`config.mk`:
```
export PLATFORM = sky130hd
export DESIGN_NAME = uart_rx_oversampled_flat
export DESIGN_NICKNAME = d
export VERILOG_FILES = /design/src/rtl/uart_pkg.sv /design/src/rtl/uart_rx_oversampled_if.sv /design/src/rtl/uart_sync2.sv /design/src/rtl/uart_rx_oversampled.sv /design/src/flat_wrapper.sv
export SDC_FILE = /design/constraint.sdc
export NUM_CORES = 1
export LEC_CHECK = 0
export ABC_AREA = 1
export CAP_MARGIN = 30
export CORE_AREA = 2 2 60 62
export DETAILED_ROUTE_END_ITERATION = 16
export DIE_AREA = 0 0 62 64
export HOLD_SLACK_MARGIN = 0.12
export PLACE_DENSITY = 0.69
export SKIP_LAST_GASP = 1
export SYNTH_ARGS = -nofsm -noshare
export SYNTH_HDL_FRONTEND = slang
export SYNTH_SLANG_ARGS = --single-unit
```
`constraint.sdc`:
```
create_clock -name clk -period 3.2 [get_ports clk]
set_input_delay 0.64 -clock clk [delete_from_list [all_inputs] [get_ports clk]]
set_output_delay 0.64 -clock clk [all_outputs]
set_load 0.1 [all_outputs]
```
`src/rtl/uart_pkg.sv`:
```
// Shared UART definitions: receiver state encoding, default frame geometry
// and a constant-width helper used by both the receiver and the transmitter.
package uart_pkg;

  localparam int NB_DATA_DEF  = 8;
  localparam int NB_TICKS_DEF = 16;

  typedef enum logic [3:0] {
    IDLE  = 4'b0001,
    START = 4'b0010,
    DATA  = 4'b0100,
    STOP  = 4'b1000
  } rx_state_e;

  function automatic int clog2(input int value);
    int bits;
    int rem;
    bits = 0;
    rem  = value - 1;
    while (rem > 0) begin
      bits = bits + 1;
      rem  = rem >> 1;
    end
    return bits;
  endfunction

endpackage

```
`src/rtl/uart_rx_oversampled_if.sv`:
```
// Receiver output bundle: parallel byte plus the done / framing-error strobes.
interface uart_rx_oversampled_if #(
  parameter int NB_DATA = uart_pkg::NB_DATA_DEF
);

  logic [NB_DATA-1:0] o_data;
  logic               o_rx_done;
  logic               o_frame_err;

  modport master (output o_data, output o_rx_done, output o_frame_err);
  modport slave  (input  o_data, input  o_rx_done, input  o_frame_err);

endinterface

```
`src/rtl/uart_sync2.sv`:
```
// Two-flop synchronizer for an asynchronous input; the reset value is chosen
// so an idle-high line does not look like activity coming out of reset.
module uart_sync2 #(
  parameter logic RESET_VAL = 1'b1
) (
  input  logic clk,
  input  logic i_rst_n,
  input  logic d,
  output logic q
);

  logic meta;

  always_ff @(posedge clk or negedge i_rst_n) begin
    if (!i_rst_n) begin
      meta <= RESET_VAL;
      q    <= RESET_VAL;
    end else begin
      meta <= d;
      q    <= meta;
    end
  end

endmodule

```
`src/rtl/uart_rx_oversampled.sv`:
```
// UART receiver: start / NB_DATA data bits LSB-first / stop, sampled at
// mid-bit using a shared baud tick running at NB_TICKS per bit.
module uart_rx_oversampled
  import uart_pkg::*;
#(
  parameter int NB_DATA  = NB_DATA_DEF,
  parameter int NB_TICKS = NB_TICKS_DEF
) (
  input  logic                  clk,
  input  logic                  i_rst_n,
  input  logic                  i_tick,
  input  logic                  i_rx,
  uart_rx_oversampled_if.master rx_if
);

  localparam int TW = clog2(NB_TICKS);
  localparam int BW = clog2(NB_DATA);
  localparam logic [TW-1:0] TICK_LAST = TW'(NB_TICKS - 1);
  localparam logic [TW-1:0] HALF_LAST = TW'(NB_TICKS / 2 - 1);
  localparam logic [BW-1:0] BIT_LAST  = BW'(NB_DATA - 1);

  rx_state_e          state_q, state_d;
  logic [TW-1:0]      tick_q, tick_d;
  logic [BW-1:0]      bit_q, bit_d;
  logic [NB_DATA-1:0] shift_q, shift_d;
  logic [NB_DATA-1:0] data_q, data_d;
  logic               done_q, done_d;
  logic               err_q, err_d;
  logic               rx_s;
  logic               rx_prev;

  uart_sync2 #(.RESET_VAL(1'b1)) u_sync (
    .clk     (clk),
    .i_rst_n (i_rst_n),
    .d       (i_rx),
    .q       (rx_s)
  );

  always_ff @(posedge clk or negedge i_rst_n) begin
    if (!i_rst_n) begin
      state_q <= IDLE;
      tick_q  <= '0;
      bit_q   <= '0;
      shift_q <= '0;
      data_q  <= '0;
      done_q  <= 1'b0;
      err_q   <= 1'b0;
      rx_prev <= 1'b1;
    end else begin
      state_q <= state_d;
      tick_q  <= tick_d;
      bit_q   <= bit_d;
      shift_q <= shift_d;
      data_q  <= data_d;
      done_q  <= done_d;
      err_q   <= err_d;
      rx_prev <= rx_s;
    end
  end

  // A start is only a true falling edge, so a line stuck low after a break
  // cannot retrigger the receiver until it has gone high again.
  always_comb begin
    state_d = state_q;
    tick_d  = tick_q;
    bit_d   = bit_q;
    shift_d = shift_q;
    data_d  = data_q;
    done_d  = 1'b0;
    err_d   = 1'b0;
    unique case (state_q)
      IDLE: begin
        if (rx_prev && !rx_s) begin
          tick_d  = '0;
          state_d = START;
        end
      end
      START: begin
        if (i_tick) begin
          if (tick_q == HALF_LAST) begin
            if (!rx_s) begin
              tick_d  = '0;
              bit_d   = '0;
              state_d = DATA;
            end else begin
              state_d = IDLE;
            end
          end else begin
            tick_d = tick_q + 1'b1;
          end
        end
      end
      DATA: begin
        if (i_tick) begin
          if (tick_q == TICK_LAST) begin
            shift_d = {rx_s, shift_q[NB_DATA-1:1]};
            tick_d  = '0;
            if (bit_q == BIT_LAST) begin
              state_d = STOP;
            end else begin
              bit_d = bit_q + 1'b1;
            end
          end else begin
            tick_d = tick_q + 1'b1;
          end
        end
      end
      STOP: begin
        if (i_tick) begin
          if (tick_q == TICK_LAST) begin
            if (rx_s) begin
              data_d = shift_q;
              done_d = 1'b1;
            end else begin
              err_d = 1'b1;
            end
            tick_d  = '0;
            state_d = IDLE;
          end else begin
            tick_d = tick_q + 1'b1;
          end
        end
      end
      default: state_d = IDLE;
    endcase
  end

  assign rx_if.o_data      = data_q;
  assign rx_if.o_rx_done   = done_q;
  assign rx_if.o_frame_err = err_q;

endmodule

```
`src/flat_wrapper.sv`:
```
// flat-port wrapper written by rule: the top's interface ports become plain ports
module uart_rx_oversampled_flat import uart_pkg::*;
#(
  parameter int NB_DATA  = NB_DATA_DEF,
  parameter int NB_TICKS = NB_TICKS_DEF
)
  (clk, i_rst_n, i_tick, i_rx, rx_if_o_data, rx_if_o_rx_done, rx_if_o_frame_err);
  uart_rx_oversampled_if #(.NB_DATA(NB_DATA)) rx_if_i ();
  input  logic clk;
  input  logic i_rst_n;
  input  logic i_tick;
  input  logic i_rx;
  output wire logic [$bits(rx_if_i.o_data)-1:0] rx_if_o_data;
  output wire logic [$bits(rx_if_i.o_rx_done)-1:0] rx_if_o_rx_done;
  output wire logic [$bits(rx_if_i.o_frame_err)-1:0] rx_if_o_frame_err;
  assign rx_if_o_data = rx_if_i.o_data;
  assign rx_if_o_rx_done = rx_if_i.o_rx_done;
  assign rx_if_o_frame_err = rx_if_i.o_frame_err;
  uart_rx_oversampled #(.NB_DATA(NB_DATA), .NB_TICKS(NB_TICKS)) u_core (.clk(clk), .i_rst_n(i_rst_n), .i_tick(i_tick), .i_rx(i_rx), .rx_if(rx_if_i));
endmodule
```
## Word level (Yosys, flattened, before mapping)

Index checks and enable logic that the tools add are counted.

| storage, ports and cells | value |
|---|---|
| register bits after elaboration | 32 |
| input bits | 4 |
| output and inout bits | 10 |
| word-level logic and storage cells | 73 |

| operators by class | value |
|---|---|
| add/subtract/negate cells | 2 |
| eq/ne operators | 19 |
| muxes and demuxes | 32 |
| reduce and logical (&&, ||, !) cells | 10 |

Operator list:

| operator | count |
|---|---|
| $mux W4 | 14 |
| $mux W3 | 7 |
| $pmux W4 S4 | 1 |
| $ne A2 B1 Y1 const B | 6 |
| $pmux W4 S3 | 1 |
| $ne A2 B2 Y1 const B | 5 |
| $eq A4 B3 Y1 const B | 2 |
| $eq A4 B4 Y1 const B | 2 |
| $mux W1 | 8 |
| $reduce_and A8 Y1 | 1 |
| $reduce_and A7 Y1 | 1 |
| $pmux W3 S2 | 1 |
| $reduce_and A5 Y1 | 1 |
| $add A4 B1 Y4 const B | 1 |
| $eq A4 B1 Y1 const B | 1 |
| $eq A4 B2 Y1 const B | 1 |
| $reduce_and A4 Y1 | 1 |
| $add A3 B1 Y3 const B | 1 |
| $eq A3 B3 Y1 const B | 1 |
| $ne A3 B3 Y1 const B | 1 |
| $reduce_and A3 Y1 | 1 |
| $reduce_bool A3 Y1 | 1 |
| $reduce_bool A2 Y1 | 1 |
| $reduce_or A2 Y1 | 1 |
| 2 further kinds | 2 |

## Longest topological paths before layout

| logic depth | value |
|---|---|
| depth in word-level cells | 5 |
| mapped depth | 10 |

## By module

Synthesis repeated with hierarchy kept, for this count alone.

| second synthesis, totals | value |
|---|---|
| cells, all modules | 187 |
| area total of the unflattened synthesis | 1,701.6 µm² |

By module, submodules not included:

| module | times used | cells each | area each (µm²) | sequential area each (µm²) |
|---|---|---|---|---|
| uart_rx_oversampled | 1 | 185 | 1,649.1 | 753.2 |
| uart_sync2 | 1 | 2 | 52.6 | 52.6 |

## Least setup slack after synthesis

No wires, ideal clock.

| path | value |
|---|---|
| kind | register to output |
| start | register u_core.data_q[0], in the netlist u_core.rx_if.o_data[0] |
| end | output rx_if_o_data[0] |
| arrival | 0.898 ns |
| required time | 2.560 ns |
| setup slack | 1.662 ns |
| stages on the path, launching flop included | 1 |
| path buffers | 0 |
| path through | dfrtp_1 |

RTL lines:

| item | line | RTL |
|---|---|---|
| start: declaration | uart_rx_oversampled.sv:26 | `logic [NB_DATA-1:0] data_q, data_d;` |
| start signal: assignment | uart_rx_oversampled.sv:54 | `data_q <= data_d;` |
| end: declaration | flat_wrapper.sv:13 | `output wire logic [$bits(rx_if_i.o_data)-1:0] rx_if_o_data;` |

No word-level cell between the ends.

## Final worst setup path

| path | value |
|---|---|
| start | register u_core.data_q[6], in the netlist u_core.rx_if.o_data[6] |
| end | output rx_if_o_data[6] |

No word-level cell between the ends.

==> flow_summary.yaml <==
worst_setup_path:
  r2r-start: "u_core.tick_q[0]"
  cpPeakStageDelay_ns: 0.39
  crit_chain: "buf_4"
  worstPathBufferInverterCount: 1
  critical_path.max_fanout: 2
  worstPathArrival_ns: 1.02
  cp_top_family: "flip-flops"
  reg2regPathDepth: 10
  slowest_stage: "dfrtp_1"
  end_kind: "primary output"
  rr_endpoint: "u_core.bit_q[1]"
  required_ns: 2.56
  worst_setup_path_start_kind: "flop"
  path_class: "reg2out"
  rrSetupSlack_ns: 1.60
synthesis:
  yosysWarnings: 0
  synth-seq-cells: 32
  synth_cell_types: 26
  synth_area_mm2: 0.001610
  synth.avg_cell_area_um2: 8.520
  synthCells: 189
  synth_nets: 196
  yosysSeqAreaShare_pct: 50.04
clock_tree:
  clk_path_buf_depth: 2
  holdBufCountCts: 0
  numCtsBuffers: 5
  clk_pin_slew_worst_paths_ns: 0.10
  clockRootBuffer: "clkbuf_4"
  cts_resized: 0
  cts-htree-levels: 2
  cts_tree: "yes"
  clk_latency_ns: 0.33
  clock-sinks: 32
  post_cts_buffers: 0
finish:
  drive_above_1_share_pct: 22.01
  final_cell_mix: "nand2_1 (61), dfrtp_1 (28), inv_1 (23)"
  insertedDiodeCount: 0
  final_common_cell: "nand2_1"
  syn_to_final_growth_pct: 13.44
  design.final.nets: 215
  design_area_mm2: 0.001827
  postLayoutCoreUtil_pct: 55.62
timing:
  finClkSkew_ns: 0.01447
  finalCritPeriodShare_pct: 51.98
  worst_pin_slew_ns: 0.3937
  rsz0062_at_grt: "no"
  whs_ns: 0.3600
  maxSlewViolCount: 0
  setup-violations-final: 0
  tns_ns: 0
  hold_viol: 0
  finalCriticalPeriod_ns: 1.663
  fmax_mhz: 601.2
  max_slew_margin_pct: 73.75
route:
  routed_wl_um: 2851
  drt_iter0_drc: 85
  drtPass1Iterations: 4
  postRouteAntennaNets: 0
  drc: 0
  via_count: 1218
  avgRoutedWirePerCell_um: 11.18
  viasPerCell: 4.776
pwr:
  power_frac_seq_pct: 41.9
  p_int_mw: 0.7087
  power_density_mw_per_mm2: 626.6
  power_leakage_nw: 0.9798
  p_switching_mw: 0.4359
  ir_drop_mv: 0.2679
  p_clk_share_pct: 23.1
  p_comb_share_pct: 35.1
  swShare_pct: 38.08
  p_total_mw: 1.145
grt:
  grt_max_degree: 33
  first_global_vias: 1142
  grt_antenna_before_repair: 0
  gr-total-overflow: 0
  grt_pass1_wl_um: 4878
  grt_usage_pct: 16.92
die:
  num_rows: 21
  ioPinCount: 14
  coreArea_mm2: 0.003284
  start_util_pct: 49.03
  die_x_um: 62
  die_h_um: 64
  dieArea_mm2: 0.003968
placement:
  gp_congestion: 0.8186
  place_area_mm2: 0.001758
  port_buffers: 13
  dp_hpwl_um: 2117
run_status:
  status: "finished clean"
min_path:
  min_from: "u_core.u_sync.meta"
  whs_endpoint: "u_core.u_sync.q"
  hold_path_class: "reg2reg"
  hold_depth: 0
job:
  cap_violations: 0
[sequential cells by signal (all words and copies together), names as in the netlist]
name / count
u_core.state_q: 4
u_core.shift_q: 8
u_core.u_sync.meta: 1
u_core.tick_q: 4
u_core.rx_prev: 1
u_core.bit_q: 3
u_core.rx_if.o_rx_done: 1
u_core.rx_if.o_frame_err: 1
u_core.u_sync.q: 1
u_core.rx_if.o_data: 8
[power by group through the flow]
stage | clock network (mW) | registers [mW] | logic (mW)
global placement | 0 | 0.484 | 0.394
global route | 0.289 | 0.484 | 0.459
CTS | 0.272 | 0.479 | 0.409
detailed placement | 0 | 0.487 | 0.407
floorplan | 0 | 0.479 | 0.321
finish | 0.264 | 0.479 | 0.401
[final cells by class]
| type | count | area, um^2 |
|---|---|---|
| inverter | 26 | 102.6 |
| clock buffer | 8 | 68.82 |
| sequential | 32 | 805.8 |
| multi-input combinational | 129 | 679.4 |
| tap | 46 | 57.56 |
| timing repair buffer | 14 | 112.6 |
| fill | 313 | 1458 |
[logic make-up after synthesis]
| family | Yosys count | share of synthesized area [%] |
|---|---|---|
| buffers and inverters | 28 | 7.769 |
| XOR/XNOR | 1 | 0.5440 |
| AND/OR/NAND/NOR | 102 | 29.45 |
| AO/OA/AOI/OAI | 23 | 9.868 |
| flip-flops | 32 | 50.04 |
| adder cells (fa/ha/maj) | 3 | 2.331 |
[worst register-to-register path: stages (launching register included)]
cell     delay [ns]
dfrtp_1        0.41
ha_1           0.20
nand2_2        0.07
inv_2          0.09
nand2_2        0.07
nand2_1        0.14
nand2_1        0.10
a21oi_4        0.20
nand2_2        0.09
nand2_1        0.07
nand2_1        0.05
[synthesized netlist by cell type]
cell type   n  area, um^2
o21ai_0     2       10.01
nand2_2     4       25.02
nand3b_1    1       7.510
nand2_1    61       229.0
inv_1      23       86.33
nor2_1     15       56.30
dfstp_2     4       105.1
nand3_1    11       55.05
inv_4       2       12.51
ha_1        3       37.54
nor2_8      1       20.02
nor3_1      1       5.000
inv_2       1       3.750
buf_6       2       22.52
nand3_4     1       17.52
dfrtp_1    28       700.7
o21ai_1     9       45.04
o21ai_2     8       70.07
a21oi_1     2       10.01
nand4_1     1       6.260
a21oi_4     1       16.27
nand2_4     2       22.52
xor2_1      1       8.760
nor2_4      1       11.26
a21boi_0    1       7.510
nor2_2      3       18.77
[worst max-delay path by stage]
stage	startpoint	end	slack (ns)	cells after the start
final	u_core.rx_if.o_data[6]	rx_if_o_data[6]	1.54	1
after CTS	u_core.rx_if.o_data[6]	rx_if_o_data[6]	1.53	1
after detailed placement	i_tick	u_core.bit_q[1]	1.21	8
after floorplan	u_core.rx_if.o_data[0]	rx_if_o_data[0]	1.66	0
after global placement	i_tick	u_core.bit_q[0]	1.23	8
after global routing	u_core.tick_q[0]	u_core.bit_q[1]	1.44	10
[metal layers]
metal | GRT usage, % | share of wire, % | up-vias
met5 | 0 | 0 | -
met4 | 6.117 | 0.84 | 0
met3 | 6.073 | 5.1 | 4
met2 | 27.60 | 52 | 25
met1 | 19.95 | 42 | 561
li1 | - | - | 628
[per-stage QoR]
stage	setup slack [ns]	instances
6_report	1.537	255
5_1_grt	1.442	255
4_1_cts	1.525	255
3_3_place_gp	1.230	247
2_1_floorplan	1.662	189
3_5_place_dp	1.206	247
Power figures use the tool's default switching activity.
==> variant (config.mk and constraints unchanged) <==
The package constant `NB_DATA_DEF` goes from 8 to 9.
--- a/src/rtl/uart_pkg.sv
+++ b/src/rtl/uart_pkg.sv
@@ -2,7 +2,7 @@
 // and a constant-width helper used by both the receiver and the transmitter.
 package uart_pkg;
 
-  localparam int NB_DATA_DEF  = 8;
+  localparam int NB_DATA_DEF  = 9;
   localparam int NB_TICKS_DEF = 16;
 
   typedef enum logic [3:0] {
Interface: changed (resized rx_if_o_data); port bits go from 14 to 15. The function was not compared with the original's and may differ.
==> variant against the unedited design <==
Final cell count up 8.6%. Routed wire length up 7.3%. Largest power group unchanged. Worst setup slack worse by 94 ps. Die area unchanged. Power up 0.79%. Sequential cell count up 3. Synthesized cell count up 12%. Maximum frequency down 5.3%. Design area up 9.9%. Area after synthesis up 13%. Critical path depth up 5.
==> variant: results (changes against the unedited design) <==
[critical_path]
path_delay_family = buffers and inverters
crit_start = i_tick
path_max_fanout = 18  ; +16
reg2reg_slack_ps = 1520  ; -80 ps
r2r-start = u_core.state_q[0]$_DFFE_PN1P_
critical-path-max-stage-delay_ps = 560  ; +170 ps
cp_slowest_cell = clkdlybuf4s50_1
reg2regPathDepth = 9  ; -1

[synthesis]
synthTopCellsByCount = nand2_1, dfrtp_1, inv_1
synth_fa_ha_area_frac = 0.0207  ; -0.00262
synth_xor_area_frac = 0.00966  ; +0.00422
synth_nets = 218  ; +11%
ys_seq_area_frac = 0.486  ; -0.0149
synthTopCellsByArea = dfrtp_1, nand2_1, dfstp_2

[placement]
portBuffers = 14  ; +1

[sta]
whs_ps = 355  ; -4.63 ps
finClkSkew_ps = 5.32  ; -9.15 ps

[detailed_routing]
wl_um = 3060  ; +7.3%
drtIter0Drc = 63  ; -26%

[outcome]
outcome = finished clean

[grt]
grt_use_total = 0.193  ; +0.0235
grt_pass1_wl_um = 5620  ; +15%
grt_max_degree = 36  ; +9.1%

[power]
swShare = 0.390  ; +0.00964
p_clk_frac = 0.189  ; -0.042
p_seq_uw = 529  ; +10%
p_leak_uw = 0.00103  ; +4.9%
vdd_drop_max_mv = 0.364  ; +36%

[finish]
fillers = 296  ; -5.4%

variant: worst max path at each step:
| stage | endpoint |
|---|---|
| global route | u_core.rx_if.o_data[5]$_DFFE_PN0P_ |
| global placement | u_core.rx_if.o_data[3]$_DFFE_PN0P_ |
| finish | u_core.rx_if.o_data[3]$_DFFE_PN0P_ |
| detailed placement | u_core.rx_if.o_data[3]$_DFFE_PN0P_ |
| CTS | u_core.rx_if.o_data[3]$_DFFE_PN0P_ |
| floorplan | rx_if_o_data[8] |
variant: routing by layer:
| layer | track usage | up-vias | share of wire |
|---|---|---|---|
| met4 | 0.0718 | 0 | 0.022 |
| met3 | 0.0628 | 7 | 0.033 |
| met2 | 0.296 | 16 | 0.47 |
| li1 | - | 707 | - |
| met5 | 0 | - | 0 |
| met1 | 0.251 | 605 | 0.48 |
variant: cells by family after synthesis:
kind of cell | after synthesis
DFF | 35
adders and majority gates | 3
AOI/OAI and AO/OA | 21
and+or+nand+nor | 121
buffers and inverters | 29
xor gates and xnor gates | 2
variant: area by class of cell:
cell class,count,area [sq um],area share
timing repair buffer,15,120,0.0598
inverter,26,97.6,0.0486
clock buffer,7,45.0,0.0224
sequential,35,881,0.439
tap,46,57.6,0.0287
multi-input combinational,147,802,0.399
clock inverter,1,5.00,0.00249
variant: per-stage QoR:
step                      total power (uW)  setup WS, ps  area, sq um  std cells
after detailed placement               945          1090         1960        269
after floorplan                        866          1650         1810        211
final                                 1150          1440         2010        277
after global placement                 930          1110         1960        269
after global routing                  1260          1340         2010        277
after CTS                             1170          1450         2010        277
variant: worst reg2reg max path, stage by stage (launching register included):
cell and delay [ps]:
dfstp_2 560, nor2_1 70, nand2_2 250, inv_2 130, nand2_1 90, nand2_2 80
nor2_4 200, nand2_4 80, nand2_1 60, nand2_1 50
